`src/rtl/decimator_mc.sv`:
```
// Multi-channel gated decimator: synchronises CH modulated bitstreams and counts
// level-high cycles or rising edges over a shared programmable window of RATIO clocks.
module decimator_mc #(
  parameter int unsigned W           = 16,
  parameter int unsigned CH          = 2,
  parameter int unsigned SYNC_STAGES = 2
) (
  input  logic            CLK,
  input  logic            RST_N,
  input  logic            EN,
  input  logic [CH-1:0]   MODE,
  input  logic [W-1:0]    RATIO,
  input  logic [CH-1:0]   VMOD,
  output logic [CH*W-1:0] Q,
  output logic            Q_VALID,
  output logic [W-1:0]    timer,
  output logic [CH*W-1:0] count
);

  typedef enum logic {IDLE = 1'b0, RUN = 1'b1} state_t;

  state_t                            state_q, state_d;
  logic [SYNC_STAGES-1:0][CH-1:0]    sync_q, sync_d;
  logic [CH-1:0]                     hist_q, hist_d;
  logic [CH-1:0]                     mode_sh_q, mode_sh_d;
  logic [W-1:0]                      ratio_sh_q, ratio_sh_d;
  logic [W-1:0]                      timer_q, timer_d;
  logic [CH*W-1:0]                   count_q, count_d;
  logic [CH*W-1:0]                   q_q, q_d;
  logic                              q_valid_q, q_valid_d;

  logic [CH-1:0] sync_s;
  logic [CH-1:0] evt;
  logic [W-1:0]  win_len;
  logic          win_last;

  // Synchroniser shifts every clock regardless of EN; history tracks the synced bit.
  assign sync_d = {sync_q[SYNC_STAGES-2:0], VMOD};
  assign sync_s = sync_q[SYNC_STAGES-1];
  assign hist_d = sync_s;
  assign evt    = (mode_sh_q & sync_s & ~hist_q) | (~mode_sh_q & sync_s);

  // Windows shorter than 2 clocks are widened to 2.
  assign win_len  = (ratio_sh_q < W'(2)) ? W'(2) : ratio_sh_q;
  assign win_last = (timer_q == (win_len - W'(1)));

  // State register
  always_ff @(posedge CLK or negedge RST_N) begin
    if (!RST_N) state_q <= IDLE;
    else        state_q <= state_d;
  end

  // Datapath registers
  always_ff @(posedge CLK or negedge RST_N) begin
    if (!RST_N) begin
      sync_q     <= '0;
      hist_q     <= '0;
      mode_sh_q  <= '0;
      ratio_sh_q <= '0;
      timer_q    <= '0;
      count_q    <= '0;
      q_q        <= '0;
      q_valid_q  <= 1'b0;
    end else begin
      sync_q     <= sync_d;
      hist_q     <= hist_d;
      mode_sh_q  <= mode_sh_d;
      ratio_sh_q <= ratio_sh_d;
      timer_q    <= timer_d;
      count_q    <= count_d;
      q_q        <= q_d;
      q_valid_q  <= q_valid_d;
    end
  end

  // Next-state logic
  always_comb begin
    state_d = state_q;
    unique case (state_q)
      IDLE:    if (EN) state_d = RUN;
      RUN:     state_d = RUN;
      default: state_d = IDLE;
    endcase
  end

  // Counter, timer and result update
  always_comb begin
    timer_d    = timer_q;
    count_d    = count_q;
    q_d        = q_q;
    q_valid_d  = 1'b0;
    ratio_sh_d = ratio_sh_q;
    mode_sh_d  = mode_sh_q;
    unique case (state_q)
      IDLE: begin
        timer_d = '0;
        count_d = '0;
        if (EN) begin
          ratio_sh_d = RATIO;
          mode_sh_d  = MODE;
        end
      end
      RUN: begin
        if (EN) begin
          if (win_last) begin
            for (int c = 0; c < int'(CH); c++) begin
              q_d[c*W +: W] = count_q[c*W +: W] + W'(evt[c]);
            end
            count_d    = '0;
            timer_d    = '0;
            q_valid_d  = 1'b1;
            ratio_sh_d = RATIO;
            mode_sh_d  = MODE;
          end else begin
            for (int c = 0; c < int'(CH); c++) begin
              count_d[c*W +: W] = count_q[c*W +: W] + W'(evt[c]);
            end
            timer_d = timer_q + W'(1);
          end
        end
      end
      default: begin
        timer_d = '0;
        count_d = '0;
      end
    endcase
  end

  assign Q       = q_q;
  assign Q_VALID = q_valid_q;
  assign timer   = timer_q;
  assign count   = count_q;

endmodule

```
`config.mk`:
```
export PLATFORM = sky130hd
export DESIGN_NAME = decimator_mc
export DESIGN_NICKNAME = d
export VERILOG_FILES = /design/src/rtl/decimator_mc.sv
export SDC_FILE = /design/constraint.sdc
export NUM_CORES = 1
export LEC_CHECK = 0
export CORE_ASPECT_RATIO = 1.2
export CORE_MARGIN = 2
export CORE_UTILIZATION = 30
export CTS_CLUSTER_SIZE = 16
export DETAILED_ROUTE_END_ITERATION = 16
export SYNTH_ARGS = -nofsm -noshare
export SYNTH_HDL_FRONTEND = slang
export SYNTH_SLANG_ARGS = --single-unit
```
`constraint.sdc`:
```
create_clock -name CLK -period 4.9 [get_ports CLK]
set_input_delay 0.98 -clock CLK [delete_from_list [all_inputs] [get_ports CLK]]
set_output_delay 0.98 -clock CLK [all_outputs]
set_load 0.03 [all_outputs]
```
==> run_results.csv <==
group,metric,value,unit
outcome,status,"completed",
setup_path,cp_num_buf_inv,1,
power,p_total,2.10,mW
setup_path,max_stage_delay,0.71,ns
routing,ant_nets,0,
clock_network,cts_root_buf,"clkbuf_16",
setup_path,critPathArrivalTime,4.74,ns
power,swShare,0.307,
global_route,grt_max_degree,45,
timing,fin_setup_tns,0,ns
timing,slew_viol_final,0,
global_route,antenna_found_initial,0,
synthesis,yosysWarnings,0,
power,peakVddDrop,0.000158,V
clock_network,cts_made_buffers,9,
synthesis,synth_enable_flop_cells,0,
die,io_pins,104,
layout,fill_cells,1994,
setup_path,cpLargestDelayFamily,"simple AND/OR/NAND/NOR gates",
layout,drive_gt1_frac,0.0994,
routing,routed_via_density,5.09,
synthesis,syn_nets,626,
synthesis,synth_area,0.00600,sq mm
synthesis,ys_ff_latch,106,
power,clkPwrFrac,0.329,
place,gp_congestion,0.877,
timing,rsz0062_at_grt,"false",
clock_network,clock_path_buffers,2,
timing,setup_viol,0,
synthesis,synth_area_leaders,"dfrtp_1 (44%), xor2_1 (8.5%), mux2_2 (6.0%), xnor2_1 (3.8%), nor2_1 (3.6%)",
routing,drc,0,
worst_hold_path,hp-start,"sync_d[2]$_DFF_PN0_",
routing,wl,15700,microns
timing,period_share,0.923,
clock_network,htree_levels,3,
synthesis,async_flop_share,1.00,
synthesis,synthCells,597,
layout,regArea,0.00265,sq mm
setup_path,worstPathMaxFanout,42,
setup_path,r2r_end,"timer[4]$_DFFE_PN0P_",
synthesis,ys_types,49,
synthesis,ys_seq_area_frac,0.442,
power,p_switching,646,uW
worst_hold_path,hold_class,"register to register",
routing,via_count,4806,
clock_network,cts_sinks,106,
setup_path,cp_slowest_cell,"or4_1",
clock_network,ctsHoldBuffers,0,
setup_path,crit_path_cell_trace,"or4_1, nor4_4, nand2_1, nand2_1, ha_1, nor3b_1, nand4_1, xnor2_1, nor4_1, o211ai_1, o41ai_4, buf_4, nor3b_1",
routing,drt_iter0_drc,324,
die,die_x,133,microns
power,power_density,279,mW/mm^2
power,internal_power,1.46,mW
synthesis,synth_top_area_share,0.442,
global_route,grt_first_pass_wirelength,26300,microns
layout,antenna_cells,0,
job,drv_cap,0,
place,dp_hpwl,11000,microns
synthesis,syn_area_per_cell,10.1,sq um
global_route,grt.overflow.total,0,
clock_network,cts_resized,0,
global_route,grtUsageTotal,0.154,
power,p_leak,3.12,nW
worst_hold_path,whs_endpoint,"hist_d[0]$_DFF_PN0_",
layout,fin_util,0.384,
timing,period_needed,4.52,ns
worst_hold_path,hold_depth,0,
setup_path,start_kind,"register",
die,initial_core_util,0.306,
routing,wl_per_cell,16.7,microns
clock_network,clk_pin_slew,0.07,ns
layout,final_nets,709,
setup_path,worstPathRequired,5.12,ns
timing,max-slew-margin-rel,0.437,
layout,multi_input_area,0.00318,sq mm
timing,fmaxAchievable,0.221,GHz
clock_network,cts_tree,"done",
layout,area_delta_synth_final,25.7,%
global_route,grt_pass1_vias,4851,
setup_path,r2r_start,"ratio_sh_q[6]$_DFFE_PN0P_",
clock_network,worstSkewPairLatency,0.35,ns
power,combPwrFrac,0.191,
die,die_area,0.0212,sq mm
setup_path,timing.reg2reg.setup_slack,0.38,ns
setup_path,r2r_cells,13,
setup_path,path_class,"register to register",
timing,final_hold_viol_count,0,
synthesis,synth-main-ff-cell,"dfrtp_1",
setup_path,cp-end-kind,"register",
routing,detail_route.first_pass.iterations,8,
timing,tightestPinTransition,0.844,ns
die,num_rows,56,
timing,timing.hold.ws,0.348,ns
power,p_seq_frac,0.480,
die,core,0.0196,sq mm
die,dieHeight,159,microns
place,io_buffers,103,
clock_network,postCtsSetupBuffers,0,
synthesis,yosysTopAreaCell,"dfrtp_1",
timing,finClkSkew,0.00961,ns
==> state kept, by name (all words and copies together), names as in the netlist <==
signal / count
Q: 32
count: 32
ratio_sh_q: 16
timer: 16
hist_d: 2
hist_q: 2
mode_sh_q: 2
sync_d: 2
Q_VALID: 1
state_q: 1
==> worst register-to-register path, delay by kind of cell, from the launching register on <==
family | cells | cell delay, ns
simple gates | 8 | 2.47
compound gates | 2 | 0.65
flops | 1 | 0.46
buf+inv | 1 | 0.43
fa+ha+maj | 1 | 0.20
xor+xnor | 1 | 0.18
==> Yosys cell counts (3+ instances only) <==
| cell | count |
|---|---|
| nor2_1 | 58 |
| dfrtp_1 | 106 |
| and2_1 | 19 |
| and3_1 | 15 |
| nor3_1 | 11 |
| a21oi_1 | 7 |
| xnor2_1 | 26 |
| o211ai_1 | 20 |
| nand3_1 | 17 |
| nand3b_1 | 21 |
| o31ai_1 | 18 |
| a32o_1 | 5 |
| buf_1 | 4 |
| nor4_1 | 10 |
| nand2b_1 | 4 |
| mux2_2 | 32 |
| xor2_1 | 58 |
| nand4_1 | 12 |
| nor3b_1 | 6 |
| ha_1 | 6 |
| clkbuf_1 | 31 |
| or2_2 | 4 |
| nor2b_1 | 3 |
| nand2_1 | 41 |
| a222oi_1 | 18 |
| buf_2 | 4 |
| or3_1 | 7 |
| a21boi_0 | 3 |
==> worst max-delay path by stage <==
stage	to	cells past startpoint	start
6_report	timer[4]$_DFFE_PN0P_	13	ratio_sh_q[6]$_DFFE_PN0P_
5_1_grt	timer[13]$_DFFE_PN0P_	13	ratio_sh_q[6]$_DFFE_PN0P_
4_1_cts	count[25]$_DFFE_PN0P_	13	ratio_sh_q[6]$_DFFE_PN0P_
3_5_place_dp	count[25]$_DFFE_PN0P_	13	ratio_sh_q[6]$_DFFE_PN0P_
3_3_place_gp	count[25]$_DFFE_PN0P_	13	ratio_sh_q[6]$_DFFE_PN0P_
2_1_floorplan	count[0]$_DFFE_PN0P_	14	ratio_sh_q[6]$_DFFE_PN0P_
==> routing by layer <==
layer	global-route usage	wire [microns]	up-vias
met5	0	0	-
met4	0.0484	239	0
li1	-	-	2329
met3	0.0379	845	17
met1	0.196	7040	2341
met2	0.257	7610	119
==> logic make-up after synthesis <==
family / share of synthesized area
compound gates: 0.118
xor+xnor: 0.123
fa+ha+maj: 0.0125
buf+inv: 0.0302
flops: 0.442
mux: 0.0634
simple gates: 0.211
==> stage by stage <==
stage / area (sq um) / setup WS [ns] / cells
after floorplan: 6000 / 1.03 / 597
after global placement: 7260 / 0.367 / 930
after detailed placement: 7260 / 0.356 / 930
after CTS: 7540 / 0.343 / 945
after global routing: 7540 / 0.0855 / 945
final: 7540 / 0.379 / 945
==> power groups by stage <==
stage	logic (mW)	clock network, mW	registers [mW]
final	0.402	0.692	1.01
after global routing	0.434	0.763	1.02
after CTS	0.410	0.723	1.01
after detailed placement	0.408	0	1.03
after global placement	0.407	0	1.03
after floorplan	0.156	0	1.09
==> layout make-up <==
class | instances | share of cell area
Timing Repair Buffer | 113 | 0.146
Inverter | 2 | 0.000995
Tap cell | 261 | 0.0433
Clock inverter | 5 | 0.00531
Sequential cell | 106 | 0.352
Multi-Input combinational cell | 448 | 0.421
Clock buffer | 10 | 0.0317
==> placed cells by master (no fill, tap or decap), types with 11 or more instances in the layout <==
cell type | netlist | routed
and3_1 | 15 | 15
and2_1 | 19 | 19
nor3_1 | 11 | 11
clkdlybuf4s50_1 | 0 | 101
mux2_2 | 32 | 32
o211ai_1 | 20 | 20
nand3b_1 | 21 | 21
dfrtp_1 | 106 | 106
o31ai_1 | 18 | 18
nand2_1 | 41 | 41
xor2_1 | 58 | 58
a222oi_1 | 18 | 18
buf_4 | 0 | 11
nand3_1 | 17 | 17
nor2_1 | 58 | 58
xnor2_1 | 26 | 26
nand4_1 | 12 | 12
Power figures use the tool's default switching activity.
